`src/rtl/pixel_column_feeder_pkg.sv`:
```
// Shared definitions for the pixel column feeder: pixel/lane geometry,
// the frame sequencing state type and a small constant-math helper.
package pixel_column_feeder_pkg;

  localparam int PIX_W = 8;
  localparam int LANES = 4;

  typedef enum logic [1:0] {
    IDLE,
    RUN,
    DRAIN,
    DONE
  } feederState_t;

  // Integer ceiling division for elaboration-time constants.
  function automatic int ceilDiv(input int num, input int den);
    return (num + den - 1) / den;
  endfunction

endpackage

```
`src/rtl/pixel_column_feeder_skid_fifo.sv`:
```
// Two-entry skid buffer that holds returned memory words until the
// downstream consumer takes them. The head entry stays put while no pop
// occurs, so the presented column is stable during back-pressure.
module feeder_skid_fifo
  import pixel_column_feeder_pkg::*;
#(
  parameter int DATA_W = LANES * PIX_W
) (
  input  logic              clk,
  input  logic              rst,
  input  logic              push_i,
  input  logic [DATA_W-1:0] data_i,
  input  logic              pop_i,
  output logic [DATA_W-1:0] data_o,
  output logic              valid_o,
  output logic [1:0]        count_o
);

  logic [DATA_W-1:0] slot_q [2];
  logic              wrPtr_q;
  logic              rdPtr_q;
  logic [1:0]        count_q;

  // Storage, pointers and occupancy; push and pop may happen together.
  always_ff @(posedge clk or posedge rst) begin
    if (rst) begin
      slot_q[0] <= '0;
      slot_q[1] <= '0;
      wrPtr_q   <= 1'b0;
      rdPtr_q   <= 1'b0;
      count_q   <= 2'd0;
    end else begin
      if (push_i) begin
        slot_q[wrPtr_q] <= data_i;
        wrPtr_q         <= ~wrPtr_q;
      end
      if (pop_i) begin
        rdPtr_q <= ~rdPtr_q;
      end
      case ({push_i, pop_i})
        2'b10:   count_q <= count_q + 2'd1;
        2'b01:   count_q <= count_q - 2'd1;
        default: count_q <= count_q;
      endcase
    end
  end

  assign data_o  = slot_q[rdPtr_q];
  assign valid_o = (count_q != 2'd0);
  assign count_o = count_q;

endmodule

```
`src/rtl/pixel_column_feeder.sv`:
```
// Pixel column feeder: walks an image in horizontal bands of four rows,
// reading one 4-pixel column per request from memory and handing the
// columns downstream with valid/ready flow control.
// Optional build macro PIXEL_FEEDER_PAD_EN: lanes below the bottom image
// row are forced to zero and the band count extends to cover the last rows.
module pixel_column_feeder
  import pixel_column_feeder_pkg::*;
#(
  parameter int IMG_WIDTH  = 640,
  parameter int IMG_HEIGHT = 480,
  parameter int ROW_STEP   = 2,
  parameter int ADDR_W     = 19
) (
  input  logic                     clk,
  input  logic                     rst,
  input  logic                     frame_go,
  output logic [ADDR_W-1:0]        mem_addr,
  output logic                     mem_rd,
  input  logic [LANES*PIX_W-1:0]   mem_rdata,
  output logic [PIX_W-1:0]         pixel_in1,
  output logic [PIX_W-1:0]         pixel_in2,
  output logic [PIX_W-1:0]         pixel_in3,
  output logic [PIX_W-1:0]         pixel_in4,
  output logic                     col_valid,
  input  logic                     col_ready,
  output logic                     start,
  output logic                     frame_done
);

`ifdef PIXEL_FEEDER_PAD_EN
  localparam int NUM_BANDS = ceilDiv(IMG_HEIGHT - 2, ROW_STEP);
  localparam int ROW_W     = $clog2(IMG_HEIGHT + ROW_STEP + LANES + 1);
`else
  localparam int NUM_BANDS = (IMG_HEIGHT - LANES) / ROW_STEP + 1;
`endif
  localparam int COL_W  = (IMG_WIDTH > 1) ? $clog2(IMG_WIDTH) : 1;
  localparam int BAND_W = (NUM_BANDS > 1) ? $clog2(NUM_BANDS) : 1;
  localparam logic [ADDR_W-1:0] BAND_STRIDE = ADDR_W'(ROW_STEP * IMG_WIDTH);
  localparam logic [COL_W-1:0]  LAST_COL    = COL_W'(IMG_WIDTH - 1);
  localparam logic [BAND_W-1:0] LAST_BAND   = BAND_W'(NUM_BANDS - 1);

  feederState_t        state_q;
  logic [COL_W-1:0]    col_q;
  logic [BAND_W-1:0]   band_q;
  logic [ADDR_W-1:0]   addr_q;
  logic [ADDR_W-1:0]   bandBase_q;
  logic                rdPend_q;
  logic                start_q;
  logic                frame_done_q;
`ifdef PIXEL_FEEDER_PAD_EN
  logic [ROW_W-1:0]    rowBase_q;
  logic [ROW_W-1:0]    pendRowBase_q;
`endif

  logic [LANES*PIX_W-1:0] pushData;
  logic [LANES*PIX_W-1:0] headData;
  logic                   fifoValid;
  logic [1:0]             fifoCount;
  logic                   fire;
  logic [1:0]             occNext;
  logic                   issueRead;
  logic                   colWrap;
  logic                   lastRead;

  // Read credit: a new read lands two edges from now, so it is safe when the
  // buffer occupancy after this edge (including the read already returning)
  // leaves at least one slot for it even if nothing is popped meanwhile.
  always_comb begin
    fire      = fifoValid & col_ready;
    occNext   = fifoCount - {1'b0, fire} + {1'b0, rdPend_q};
    issueRead = (state_q == RUN) && (occNext <= 2'd1);
    colWrap   = (col_q == LAST_COL);
    lastRead  = issueRead && colWrap && (band_q == LAST_BAND);
  end

  // Returned word conditioning before it enters the buffer.
  always_comb begin
    pushData = mem_rdata;
`ifdef PIXEL_FEEDER_PAD_EN
    for (int k = 0; k < LANES; k++) begin
      if ((pendRowBase_q + ROW_W'(k)) >= ROW_W'(IMG_HEIGHT)) begin
        pushData[k*PIX_W +: PIX_W] = '0;
      end
    end
`endif
  end

  // Frame sequencer with column/band scan counters and registered pulses.
  always_ff @(posedge clk or posedge rst) begin
    if (rst) begin
      state_q       <= IDLE;
      col_q         <= '0;
      band_q        <= '0;
      addr_q        <= '0;
      bandBase_q    <= '0;
      rdPend_q      <= 1'b0;
      start_q       <= 1'b0;
      frame_done_q  <= 1'b0;
`ifdef PIXEL_FEEDER_PAD_EN
      rowBase_q     <= '0;
      pendRowBase_q <= '0;
`endif
    end else begin
      frame_done_q <= 1'b0;
      rdPend_q     <= issueRead;
`ifdef PIXEL_FEEDER_PAD_EN
      pendRowBase_q <= rowBase_q;
`endif
      if (fire) begin
        start_q <= 1'b1;
      end
      case (state_q)
        IDLE: begin
          if (frame_go) begin
            state_q <= RUN;
          end
        end
        RUN: begin
          if (issueRead) begin
            if (colWrap) begin
              col_q      <= '0;
              band_q     <= band_q + BAND_W'(1);
              bandBase_q <= bandBase_q + BAND_STRIDE;
              addr_q     <= bandBase_q + BAND_STRIDE;
`ifdef PIXEL_FEEDER_PAD_EN
              rowBase_q  <= rowBase_q + ROW_W'(ROW_STEP);
`endif
            end else begin
              col_q  <= col_q + COL_W'(1);
              addr_q <= addr_q + ADDR_W'(1);
            end
            if (lastRead) begin
              state_q <= DRAIN;
            end
          end
        end
        DRAIN: begin
          if (occNext == 2'd0) begin
            state_q      <= DONE;
            frame_done_q <= 1'b1;
            start_q      <= 1'b0;
          end
        end
        DONE: begin
          state_q    <= IDLE;
          col_q      <= '0;
          band_q     <= '0;
          addr_q     <= '0;
          bandBase_q <= '0;
`ifdef PIXEL_FEEDER_PAD_EN
          rowBase_q  <= '0;
`endif
        end
        default: state_q <= IDLE;
      endcase
    end
  end

  feeder_skid_fifo #(
    .DATA_W(LANES * PIX_W)
  ) u_skid (
    .clk    (clk),
    .rst    (rst),
    .push_i (rdPend_q),
    .data_i (pushData),
    .pop_i  (fire),
    .data_o (headData),
    .valid_o(fifoValid),
    .count_o(fifoCount)
  );

  assign mem_addr   = addr_q;
  assign mem_rd     = issueRead;
  assign col_valid  = fifoValid;
  assign pixel_in1  = headData[0*PIX_W +: PIX_W];
  assign pixel_in2  = headData[1*PIX_W +: PIX_W];
  assign pixel_in3  = headData[2*PIX_W +: PIX_W];
  assign pixel_in4  = headData[3*PIX_W +: PIX_W];
  assign start      = start_q | fire;
  assign frame_done = frame_done_q;

endmodule

```
`config.mk`:
```
export PLATFORM = sky130hd
export DESIGN_NAME = pixel_column_feeder
export DESIGN_NICKNAME = d
export VERILOG_FILES = /design/src/rtl/pixel_column_feeder_pkg.sv /design/src/rtl/pixel_column_feeder_skid_fifo.sv /design/src/rtl/pixel_column_feeder.sv
export SDC_FILE = /design/constraint.sdc
export NUM_CORES = 1
export LEC_CHECK = 0
export CORE_AREA = 2 2 122 124
export DETAILED_ROUTE_END_ITERATION = 8
export DIE_AREA = 0 0 124 126
export GPL_TIMING_DRIVEN = 0
export PLACE_DENSITY = 0.72
export SLEW_MARGIN = 20
export SYNTH_ARGS = -nofsm -noshare
export SYNTH_HDL_FRONTEND = slang
export SYNTH_HIERARCHICAL = 1
export SYNTH_SLANG_ARGS = --single-unit
export TNS_END_PERCENT = 30
```
`constraint.sdc`:
```
create_clock -name clk -period 3.1 [get_ports clk]
set_input_delay 0.62 -clock clk [delete_from_list [all_inputs] [get_ports clk]]
set_output_delay 0.62 -clock clk [all_outputs]
set_load 0.005 [all_outputs]
```
==> results.sh <==
export IMPL_p_leak_nw=3.42
export IMPL_drt_first_iter_violations=252
export IMPL_switching_share_pct=32.9
export IMPL_hold_start="u_skid/slot_q[14]"
export IMPL_num_vias=4868
export IMPL_slew_headroom_pct=39.2
export IMPL_stdcell_count=857
export IMPL_core_area_um2=14300
export IMPL_drc_errors=0
export IMPL_grt_pass1_wl_mm=25.1
export IMPL_yosysTopAreaCellShare_pct=48.2
export IMPL_numCtsBuffers=17
export IMPL_start_util_pct=43.9
export IMPL_synthCells=543
export IMPL_synth_area_top_cells="dfrtp_1 (48%), mux2_4 (7.2%), mux2_2 (6.3%)"
export IMPL_ys_flop_type="dfrtp_1"
export IMPL_syn_area_per_cell_um2=11.6
export IMPL_hp_class="flip-flop to flip-flop"
export IMPL_ys_ff_latch=121
export IMPL_p_comb_share_pct=44.2
export IMPL_dr_pass1_iters=5
export IMPL_portBuffers=90
export IMPL_worst_slew_pin_slew_ns=0.904
export IMPL_r2r_slack_ns=0.10
export IMPL_synth_edf_count=0
export IMPL_start_kind="flip-flop"
export IMPL_rsz0062_at_grt="true"
export IMPL_place_area_um2=7450
export IMPL_path_max_fanout=11
export IMPL_dp_cells=818
export IMPL_routedWlPerCell_um=18.0
export IMPL_synth_common_cells="dfrtp_1 (121), o21ai_0 (45), mux2_2 (35)"
export IMPL_r2r_start="u_skid/count_o[1]"
export IMPL_wl_mm=15.4
export IMPL_viasPerCell=5.68
export IMPL_synth_distinct_cells=63
export IMPL_die_width_um=124
export IMPL_yosys_warnings=6
export IMPL_multi_input_area_um2=3050
export IMPL_syn_nets=592
export IMPL_dieArea_um2=15600
export IMPL_detail_route_antenna_nets=0
export IMPL_synth_largest_area_cell="dfrtp_1"
export IMPL_critPathLaunch="u_skid/count_o[1]"
export IMPL_final_nets=709
export IMPL_fillers=1204
export IMPL_rows=44
export IMPL_whs_endpoint="u_skid/slot_q[14]"
export IMPL_switching_power_mw=2.47
export IMPL_layout_area_seq_um2=3030
export IMPL_antenna_found_initial=0
export IMPL_crit_type="flip-flop to primary output"
export IMPL_worstRegToRegCells=11
export IMPL_status="completed"
export IMPL_drv_slew=0
export IMPL_holdBufCountCts=0
export IMPL_clock_skew_ns=0.00917
export IMPL_period_minus_slack_ns=3.05
export IMPL_dp_hpwl_mm=10.3
export IMPL_cts_root_buffer="clkbuf_16"
export IMPL_yosysMostFrequentCell="dfrtp_1"
export IMPL_p_clk_share_pct=23.8
export IMPL_diodes=0
export IMPL_drive_gt1_share_pct=21.5
export IMPL_critPathArrivalTime_ns=2.43
export IMPL_cp_required_ns=2.48
export IMPL_seq_power_share_pct=32.0
export IMPL_ys_seq_area_share_pct=48.2
export IMPL_worst_slack_ns=0.0533
export IMPL_stdcell_area_um2=8090
export IMPL_grt_max_degree=54
export IMPL_max_cap_violations=0
export IMPL_cts_htree_levels=4
export IMPL_synthToLayoutAreaGrowth_pct=28.8
export IMPL_cts_tree="yes"
export IMPL_grt_pass1_vias=4892
export IMPL_die_height_um=126
export IMPL_gr_total_overflow=0
export IMPL_p_per_area_nw_per_um2=927
export IMPL_syn_area_um2=6280
export IMPL_p_int_mw=5.04
export IMPL_clock_fmax_ghz=0.328
export IMPL_track_usage_pct=20.5
export IMPL_crit_path_end_kind="primary output"
export IMPL_timing_rr_end="col_q[7]"
export IMPL_clockBufferDepth=2
export IMPL_cts_sinks=121
export IMPL_routabilityCongestion=0.869
export IMPL_ios=91
export IMPL_place_ws_ns=-0.830
export IMPL_setup_viol=0
export IMPL_clkLatencyLatePin_ns=0.42
export IMPL_vdd_drop_max_mv=0.385
export IMPL_fin_crit_sh_pct=98.3
export IMPL_async_flop_share_pct=100
export IMPL_final_hold_viol_count=0
export IMPL_hold_depth=1
export IMPL_cts_clk_slew_worst_paths_ns=0.06
## kinds of logic (layout without fill, tap and decap cells)
kind of cell | Yosys count | count (layout) | share of synthesized area, %
flip-flops | 121 | 121 | 48.2
XOR/XNOR | 15 | 15 | 2.33
multiplexers | 97 | 97 | 19.2
buffers and inverters | 42 | 172 | 3.88
AO/OA/AOI/OAI | 116 | 116 | 11.8
adder cells (fa/ha/maj) | 13 | 13 | 2.59
AND/OR/NAND/NOR | 139 | 139 | 12.0
## routing by layer
layer / vias up / track usage [%] / routed length [µm]
met5: - / 0 / 0
met4: 0 / 6.08 / 245
met3: 24 / 5.80 / 1130
met2: 197 / 32.4 / 7160
met1: 2406 / 27.3 / 6880
li1: 2241 / - / -
## state kept, by name (all words and copies together) (netlist names)
| name | flops |
|---|---|
| state_q | 2 |
| start_q | 1 |
| u_skid/slot_q | 64 |
| u_skid/rdPtr_q | 1 |
| col_q | 10 |
| rdPend_q | 1 |
| bandBase_q | 11 |
| band_q | 8 |
| u_skid/wrPtr_q | 1 |
| mem_addr | 19 |
| u_skid/count_o | 2 |
| frame_done | 1 |
## cell usage in the layout, fill, tap and decap left out, types with 5 or more instances in the layout
master           Yosys  routed
dfrtp_1            121     121
clkdlybuf4s50_1      0      89
o21ai_0             45      44
mux2_2              35      35
nand2_1             32      32
mux2_1              32      32
mux2_4              30      30
nand3_1             23      23
clkbuf_16            0      17
nor2_1              16      15
a21oi_1             14      14
inv_1               15      13
ha_1                13      13
buf_2               12      12
nor3_1              12      12
o31ai_1             12      12
nand4_1             10      10
xnor2_1             10      10
and3_1               9       9
buf_4                2       8
o21ai_1              6       6
clkinv_4             0       5
clkinvlp_4           0       5
## through the flow
stage | total power [mW] | utilization (%) | hold WS [ns] | setup TNS, ns
after CTS | 7.53 | 56.4 | 0.487 | 0
after floorplan | 4.25 | - | 0.437 | 0
after global placement | 5.44 | 51.8 | 0.463 | -25.52
after global routing | 7.96 | 56.5 | 0.501 | -0.201
final | 7.50 | 56.5 | 0.483 | 0
after detailed placement | 5.54 | 52.0 | 0.475 | -8.91
## worst max-delay path, cell delays in order, from the launching register on
cell and delay [ns]:
dfrtp_1 0.39, or2_2 0.29, and2_4 0.15, ha_1 0.26
inv_1 0.05, ha_1 0.14, xnor3_2 0.32, nand2_8 0.11
inv_8 0.04, buf_8 0.14, buf_2 0.13
## power groups by stage
stage	clock network [mW]	registers, mW	logic [mW]
2_1_floorplan	0	2.34	1.91
5_1_grt	1.90	2.46	3.59
3_3_place_gp	0	2.38	3.05
6_report	1.79	2.40	3.32
3_5_place_dp	0	2.43	3.11
4_1_cts	1.82	2.40	3.31
## timing repair
| item | 4_1_cts | 5_1_grt |
|---|---|---|
| pin swaps | 2 | 0 |
| cloned | 0 | 0 |
| resized for setup | 14 | 13 |
| setup buffers | 7 | 0 |
| setup endpoints to repair | 10 | 25 |
## final cells by class
class	count	area share [%]
buffer	25	2.50
clock buffer	19	5.47
clock inverter	13	1.24
inverter	17	0.943
multi-input combinational	380	37.6
sequential	121	37.4
tap	184	2.84
timing repair buffer	98	12.0
## worst max path at each step
stage / to / slack, ns / cells past startpoint
after global routing: col_q[4] / -0.08 / 13
after CTS: mem_addr[6] / 0.03 / 12
after detailed placement: mem_rd / -0.83 / 10
final: mem_rd / 0.05 / 10
after global placement: mem_rd / -0.80 / 10
after floorplan: mem_rd / 0.33 / 9
Note: power is estimated with default switching activity, not from simulation.
